File: src/rtl/adda_pkg.sv
// rtl/adda_pkg.sv - shared ADC/DAC sample constants, entry type and offset-binary conversions
package adda_pkg;

    localparam int ADDA_DATA_WIDTH = 14;

    typedef struct packed {
        logic                       otr;
        logic [ADDA_DATA_WIDTH-1:0] data;
    } fifo_entry_t;

    // Offset binary and two's complement differ only in the MSB, so one flip serves both directions.
    function automatic logic [31:0] offset_to_signed(input logic [31:0] word, input int unsigned width);
        return word ^ (32'd1 << (width - 1));
    endfunction

    function automatic logic [31:0] signed_to_offset(input logic [31:0] word, input int unsigned width);
        return offset_to_signed(word, width);
    endfunction

endpackage

File: src/rtl/adc_rx_offset_to_signed_if.sv
// rtl/adc_rx_offset_to_signed_if.sv - downstream sample handshake (valid/busy) between receiver and consumer
interface adc_rx_offset_to_signed_if #(
    parameter int DATA_WIDTH = 14
);
    logic [DATA_WIDTH-1:0] dataOut;
    logic                  dataOut_otr;
    logic                  out_valid;
    logic                  outbusy;

    modport master (
        output dataOut,
        output dataOut_otr,
        output out_valid,
        input  outbusy
    );

    modport slave (
        input  dataOut,
        input  dataOut_otr,
        input  out_valid,
        output outbusy
    );
endinterface

File: src/rtl/sample_fifo.sv
// rtl/sample_fifo.sv - synchronous first-word-fall-through FIFO with level, full and empty
module sample_fifo #(
    parameter int WIDTH = 15,
    parameter int DEPTH = 8,
    localparam int AW = $clog2(DEPTH),
    localparam int LW = AW + 1
) (
    input  logic             clk,
    input  logic             rst_n,
    input  logic             clr,
    input  logic             push,
    input  logic             pop,
    input  logic [WIDTH-1:0] wdata,
    output logic [WIDTH-1:0] rdata,
    output logic [LW-1:0]    level,
    output logic             full,
    output logic             empty
);
    logic [WIDTH-1:0] mem_q [DEPTH];
    logic [WIDTH-1:0] mem_d [DEPTH];
    logic [AW-1:0]    wr_ptr_q, wr_ptr_d;
    logic [AW-1:0]    rd_ptr_q, rd_ptr_d;
    logic [LW-1:0]    level_q, level_d;
    logic             do_push, do_pop;

    always_comb begin
        full     = (level_q == LW'(DEPTH));
        empty    = (level_q == '0);
        do_pop   = pop && !empty;
        // A full FIFO still accepts a write when the head leaves in the same cycle.
        do_push  = push && (!full || do_pop);
        mem_d    = mem_q;
        wr_ptr_d = wr_ptr_q;
        rd_ptr_d = rd_ptr_q;
        level_d  = level_q;
        if (clr) begin
            wr_ptr_d = '0;
            rd_ptr_d = '0;
            level_d  = '0;
        end else begin
            if (do_push) begin
                mem_d[wr_ptr_q] = wdata;
                wr_ptr_d        = wr_ptr_q + 1'b1;
            end
            if (do_pop) begin
                rd_ptr_d = rd_ptr_q + 1'b1;
            end
            level_d = level_q + LW'(do_push) - LW'(do_pop);
        end
    end

    always_ff @(posedge clk or negedge rst_n) begin
        if (!rst_n) begin
            mem_q    <= '{default: '0};
            wr_ptr_q <= '0;
            rd_ptr_q <= '0;
            level_q  <= '0;
        end else begin
            mem_q    <= mem_d;
            wr_ptr_q <= wr_ptr_d;
            rd_ptr_q <= rd_ptr_d;
            level_q  <= level_d;
        end
    end

    assign rdata = empty ? '0 : mem_q[rd_ptr_q];
    assign level = level_q;

endmodule

File: src/rtl/adc_rx_offset_to_signed.sv
// rtl/adc_rx_offset_to_signed.sv - ADC capture, offset-binary to signed conversion, buffered output with OTR and overrun tracking
module adc_rx_offset_to_signed
    import adda_pkg::*;
#(
    parameter int DATA_WIDTH = ADDA_DATA_WIDTH,
    parameter int FIFO_DEPTH = 8,
    parameter int CNT_WIDTH  = 16
) (
    input  logic                          clk,
    input  logic                          rst_n,
    input  logic                          clr,
    input  logic                          enable,
    input  logic [DATA_WIDTH-1:0]         adc_data,
    input  logic                          adc_otr,
    input  logic                          sample_en,
    adc_rx_offset_to_signed_if.master     out_if,
    output logic                          otr_flag,
    output logic [CNT_WIDTH-1:0]          overrun_cnt,
    output logic [$clog2(FIFO_DEPTH):0]   fifo_level
);
    localparam int LW = $clog2(FIFO_DEPTH) + 1;

    logic                  cap_valid_q, cap_valid_d;
    logic [DATA_WIDTH-1:0] cap_data_q, cap_data_d;
    logic                  cap_otr_q, cap_otr_d;
    logic                  otr_flag_q, otr_flag_d;
    logic [CNT_WIDTH-1:0]  overrun_q, overrun_d;

    logic [DATA_WIDTH:0]   fifo_rdata;
    logic [LW-1:0]         level;
    logic                  full, empty, pop_eff, drop;

    always_comb begin
        cap_valid_d = !clr && sample_en && enable;
        cap_data_d  = cap_data_q;
        cap_otr_d   = cap_otr_q;
        if (sample_en && enable) begin
            cap_data_d = DATA_WIDTH'(offset_to_signed(32'(adc_data), DATA_WIDTH));
            cap_otr_d  = adc_otr;
        end

        pop_eff = !empty && !out_if.outbusy;
        drop    = cap_valid_q && full && !pop_eff;

        otr_flag_d = otr_flag_q;
        overrun_d  = overrun_q;
        if (clr) begin
            otr_flag_d = 1'b0;
            overrun_d  = '0;
        end else begin
            // The flag records the event even when the entry itself is lost to overrun.
            if (cap_valid_q && cap_otr_q) begin
                otr_flag_d = 1'b1;
            end
            if (drop && (overrun_q != '1)) begin
                overrun_d = overrun_q + 1'b1;
            end
        end
    end

    always_ff @(posedge clk or negedge rst_n) begin
        if (!rst_n) begin
            cap_valid_q <= 1'b0;
            cap_data_q  <= '0;
            cap_otr_q   <= 1'b0;
            otr_flag_q  <= 1'b0;
            overrun_q   <= '0;
        end else begin
            cap_valid_q <= cap_valid_d;
            cap_data_q  <= cap_data_d;
            cap_otr_q   <= cap_otr_d;
            otr_flag_q  <= otr_flag_d;
            overrun_q   <= overrun_d;
        end
    end

    sample_fifo #(
        .WIDTH (DATA_WIDTH + 1),
        .DEPTH (FIFO_DEPTH)
    ) u_fifo (
        .clk   (clk),
        .rst_n (rst_n),
        .clr   (clr),
        .push  (cap_valid_q && !clr),
        .pop   (!out_if.outbusy),
        .wdata ({cap_otr_q, cap_data_q}),
        .rdata (fifo_rdata),
        .level (level),
        .full  (full),
        .empty (empty)
    );

    assign out_if.dataOut     = fifo_rdata[DATA_WIDTH-1:0];
    assign out_if.dataOut_otr = fifo_rdata[DATA_WIDTH];
    assign out_if.out_valid   = !empty;
    assign otr_flag           = otr_flag_q;
    assign overrun_cnt        = overrun_q;
    assign fifo_level         = level;

endmodule

File: src/flat_wrapper.sv
// flat-port wrapper written by rule: the top's interface ports become plain ports
module adc_rx_offset_to_signed_flat import adda_pkg::*;
#(
    parameter int DATA_WIDTH = ADDA_DATA_WIDTH,
    parameter int FIFO_DEPTH = 8,
    parameter int CNT_WIDTH  = 16
)
  (clk, rst_n, clr, enable, adc_data, adc_otr, sample_en, otr_flag, overrun_cnt, fifo_level, out_if_dataOut, out_if_dataOut_otr, out_if_out_valid, out_if_outbusy);
  adc_rx_offset_to_signed_if #(.DATA_WIDTH(DATA_WIDTH)) out_if_i ();
  input  logic clk;
  input  logic rst_n;
  input  logic clr;
  input  logic enable;
  input  logic [DATA_WIDTH-1:0] adc_data;
  input  logic adc_otr;
  input  logic sample_en;
  output logic otr_flag;
  output logic [CNT_WIDTH-1:0] overrun_cnt;
  output logic [$clog2(FIFO_DEPTH):0] fifo_level;
  output wire logic [$bits(out_if_i.dataOut)-1:0] out_if_dataOut;
  output wire logic [$bits(out_if_i.dataOut_otr)-1:0] out_if_dataOut_otr;
  output wire logic [$bits(out_if_i.out_valid)-1:0] out_if_out_valid;
  input wire logic [$bits(out_if_i.outbusy)-1:0] out_if_outbusy;
  assign out_if_dataOut = out_if_i.dataOut;
  assign out_if_dataOut_otr = out_if_i.dataOut_otr;
  assign out_if_out_valid = out_if_i.out_valid;
  assign out_if_i.outbusy = out_if_outbusy;
  adc_rx_offset_to_signed #(.DATA_WIDTH(DATA_WIDTH), .FIFO_DEPTH(FIFO_DEPTH), .CNT_WIDTH(CNT_WIDTH)) u_core (.clk(clk), .rst_n(rst_n), .clr(clr), .enable(enable), .adc_data(adc_data), .adc_otr(adc_otr), .sample_en(sample_en), .out_if(out_if_i), .otr_flag(otr_flag), .overrun_cnt(overrun_cnt), .fifo_level(fifo_level));
endmodule
File: config.mk
export PLATFORM = sky130hd
export DESIGN_NAME = adc_rx_offset_to_signed_flat
export DESIGN_NICKNAME = d
export VERILOG_FILES = /design/src/rtl/adda_pkg.sv /design/src/rtl/adc_rx_offset_to_signed_if.sv /design/src/rtl/sample_fifo.sv /design/src/rtl/adc_rx_offset_to_signed.sv /design/src/flat_wrapper.sv
export SDC_FILE = /design/constraint.sdc
export NUM_CORES = 1
export LEC_CHECK = 0
export ABC_AREA = 1
export CAP_MARGIN = 30
export CORE_MARGIN = 4
export CORE_UTILIZATION = 25
export CTS_CLUSTER_DIAMETER = 120
export DETAILED_ROUTE_END_ITERATION = 8
export GPL_TIMING_DRIVEN = 1
export PLACE_DENSITY = 0.4
export SYNTH_ARGS = -nofsm -noshare
export SYNTH_HDL_FRONTEND = slang
export SYNTH_SLANG_ARGS = --single-unit
File: constraint.sdc
create_clock -name clk -period 2.3 [get_ports clk]
set_input_delay 0.46 -clock clk [delete_from_list [all_inputs] [get_ports clk]]
set_output_delay 0.46 -clock clk [all_outputs]
set_load 0.005 [all_outputs]
==> run metrics <==
status=complete, but fails checks; failing checks=negative setup slack; syn nets=946; Setup CP Type=flip-flop to primary output; max-slew violations=0; #FFs+latches synth=163; Placed Area=0.00902 mm^2; FMAX=428 MHz; worst-path fanout max=8; Die Ht=183 um; Port Buffers=57; DRC Markers=0; CP peak stage delay=0.43 ns; clock-pin slew on the worst setup and hold paths=0.06 ns; EDFF count, synth=0; initial antenna violation count=0; max_cap viols=0; Netlist cell types=33; gr usage total=0.149; Mapped Cells=915; vias=6,439; vias in the first global route=6,602; Req. time, crit path=1.84 ns; element type at the critical path end=primary output; layout cells sized above 1=0.193; hold violation count in the final report=0; Placed Instances=1,351; Slew @ Worst Pin=0.488 ns; FFs w/ async S/R, synth=1.00; final setup fails=2; Primary FF master, synth=dfrtp_1; number of buffers created by CTS=17; Routed Antenna Nets=0; Detailed Route WL=24.3 mm; design area=0.0102 mm^2; CTS Buffer Depth=2; NetSw=3450 uW; num rows=63; RSZ-0062 raised after global routing=yes; worst setup margin=-0.0348 ns; Max VDD drop=0.598 mV; synthesized cell area=0.00764 mm^2; first-pass GRT wire length=38.9 mm; dominant cell type by area after synthesis=dfrtp_1; relative slew slack=0.673; wire length per cell=17.3 um; DP HPWL=14.5 mm; clock root buffer=clkbuf_16; highest-delay cell along the critical path=dfrtp_2; CTS tree=built; Sw Share=0.345; Synth top area share=0.534; TritonCTS Sinks=163; Max Clock Skew=0.0130 ns; WHS=0.480 ns; type of origin of the critical path=flip-flop; Synth warnings=0; Power Dens Cells=978 mW/mm^2; CP Data Arrival Time=1.87 ns; Hold Crit Class=flip-flop to flip-flop; Clock Latency Late Sink=0.43 ns; Antenna Cells=0; Comb power frac=0.380; IO Count=58; Layout Area Growth over Synthesis=33.7%; drt first-iter violations=386; Post-Layout Cell Count=1,410; gr ovfl total=0; crit share post-route=1.02; minimum clock period=2.33 ns; Initial Util=0.256; CP cell instances=buf_6, buf_12, o21ai_1, o22ai_1, nor2_1, nor2_1, buf_4, buf_6; sequential element share of the synthesized area=0.534; H-tree levels=4; Syn Area/Cell=8.35 um^2; die area=0.0334 mm^2; Leakage=0.00467 uW; GP Congestion=0.751; final net count=1,038; Power Internal=6540 uW; pin count of the biggest net entering global routing=45; clock group share of total power=0.283; synth top area cells=dfrtp_1 (53%), o21ai_0 (12%), nand2_1 (9.4%); Pre-antenna DRT Iters=5; Core Area=0.0299 mm^2; die span in x=183 um; Flop pwr share=0.337; DR vias/cell=4.57
==> power groups by stage <==
stage	logic, uW	registers [uW]	clock network [uW]
after floorplan	1500	3330	0
after detailed placement	3000	3380	0
after global placement	2990	3380	0
final	3790	3370	2830
after global routing	4190	3410	3040
after CTS	3630	3350	2940
==> cell type report <==
class | instances | area, um^2
Fill cell | 3145 | 19700
Sequential cell | 163 | 4080
Multi-Input combinational cell | 656 | 3370
Timing Repair Buffer | 130 | 1550
Tap cell | 390 | 488
Clock buffer | 20 | 457
Inverter | 39 | 151
Clock inverter | 12 | 119
==> sequential cells by signal, indices dropped and copies added, names as in the netlist <==
signal	count
u_core.cap_data_q	14
u_core.u_fifo.level	4
u_core.otr_flag	1
u_core.cap_otr_q	1
u_core.overrun_cnt	16
u_core.u_fifo.mem_q	120
u_core.u_fifo.rd_ptr_q	3
u_core.u_fifo.wr_ptr_q	3
u_core.cap_valid_q	1
==> worst paths after layout <==
| path | cells past startpoint | slack (ns) | endpoint | start |
|---|---|---|---|---|
| max | 8 | -0.03 | out_if_dataOut[13] | u_core.u_fifo.rd_ptr_q[0] |
| min | 2 | 0.48 | u_core.u_fifo.mem_q[20] | u_core.u_fifo.mem_q[20] |
| max reg2reg | 14 | 0.07 | u_core.u_fifo.level[1] | u_core.u_fifo.level[2] |
| min reg2reg | 2 | 0.48 | u_core.u_fifo.mem_q[20] | u_core.u_fifo.mem_q[20] |
| max in group asynchronous | 3 | 1.16 | u_core.u_fifo.mem_q[11] | rst_n |
| min in group asynchronous | 2 | 0.54 | u_core.u_fifo.mem_q[0] | rst_n |
==> stage by stage <==
| step | setup TNS, ns | power (uW) | setup WS (ns) | utilization |
|---|---|---|---|---|
| finish | -0.0480 | 9990 | -0.0348 | 0.342 |
| CTS | -0.398 | 9930 | -0.0863 | 0.336 |
| global placement | -0.0980 | 6380 | -0.0782 | 0.302 |
| floorplan | 0 | 4830 | 0.00625 | - |
| detailed placement | -0.168 | 6380 | -0.102 | 0.302 |
| global route | -1.49 | 10600 | -0.145 | 0.342 |
==> cell usage after synthesis (2+ instances only) <==
master    count
a21oi_1      19
buf_2        27
buf_6         2
clkbuf_1     27
dfrtp_1     163
ha_1          9
inv_1        37
nand2_1     192
nand2_2       9
nand2_4       3
nand3_1      23
nand4_1      15
nor2_1      147
nor2_4        3
o211ai_1     15
o21ai_0     185
o21bai_1      5
o22ai_1      15
or2_2         2
xor2_1        4
==> critical path, delay by kind of cell, from the launching register on <==
kind	cells	cell delay [ns]
and+or+nand+nor	2	0.20
AOI/OAI and AO/OA	2	0.27
DFF	1	0.43
buffers and inverters	4	0.54
==> kinds of logic (layout without fill, tap and decap cells) <==
family	count (synthesis)	after routing	share of synthesized area
adders and majority gates	10	10	0.0174
buffers and inverters	96	201	0.0557
DFF	163	163	0.534
AOI/OAI and AO/OA	242	242	0.169
xor gates and xnor gates	5	5	0.00573
and+or+nand+nor	399	399	0.219
==> layout by cell type (no fill, tap or decap), drive strengths merged, types with 2 or more instances in the layout <==
| cell type | count |
|---|---|
| o21ai | 185 |
| clkinvlp | 3 |
| dfrtp | 163 |
| clkbuf | 22 |
| xor2 | 4 |
| inv | 43 |
| nand3 | 24 |
| nand4 | 15 |
| o22ai | 15 |
| or2 | 2 |
| a21oi | 19 |
| clkinv | 4 |
| o21bai | 5 |
| clkdlybuf4s50 | 40 |
| ha | 9 |
| buf | 86 |
| nand2 | 204 |
| o211ai | 15 |
| nor2 | 152 |
==> per-layer routing <==
metal  track usage  vias up  share of wire
met2         0.228      110           0.45
met3        0.0317        9          0.040
li1              -     3218              -
met5             0        -              0
met1         0.217     3102           0.50
met4        0.0328        0         0.0072
==> what timing repair did <==
item	4_1_cts	5_1_grt
hold buffers	1	0
hold endpoints to repair	39	0
endpoints found under the setup margin	17	18
buffers inserted	18	4
gates resized for setup	149	43
pin swaps	39	44
cloned	7	2
No activity file was read; power rests on OpenSTA's default activity.
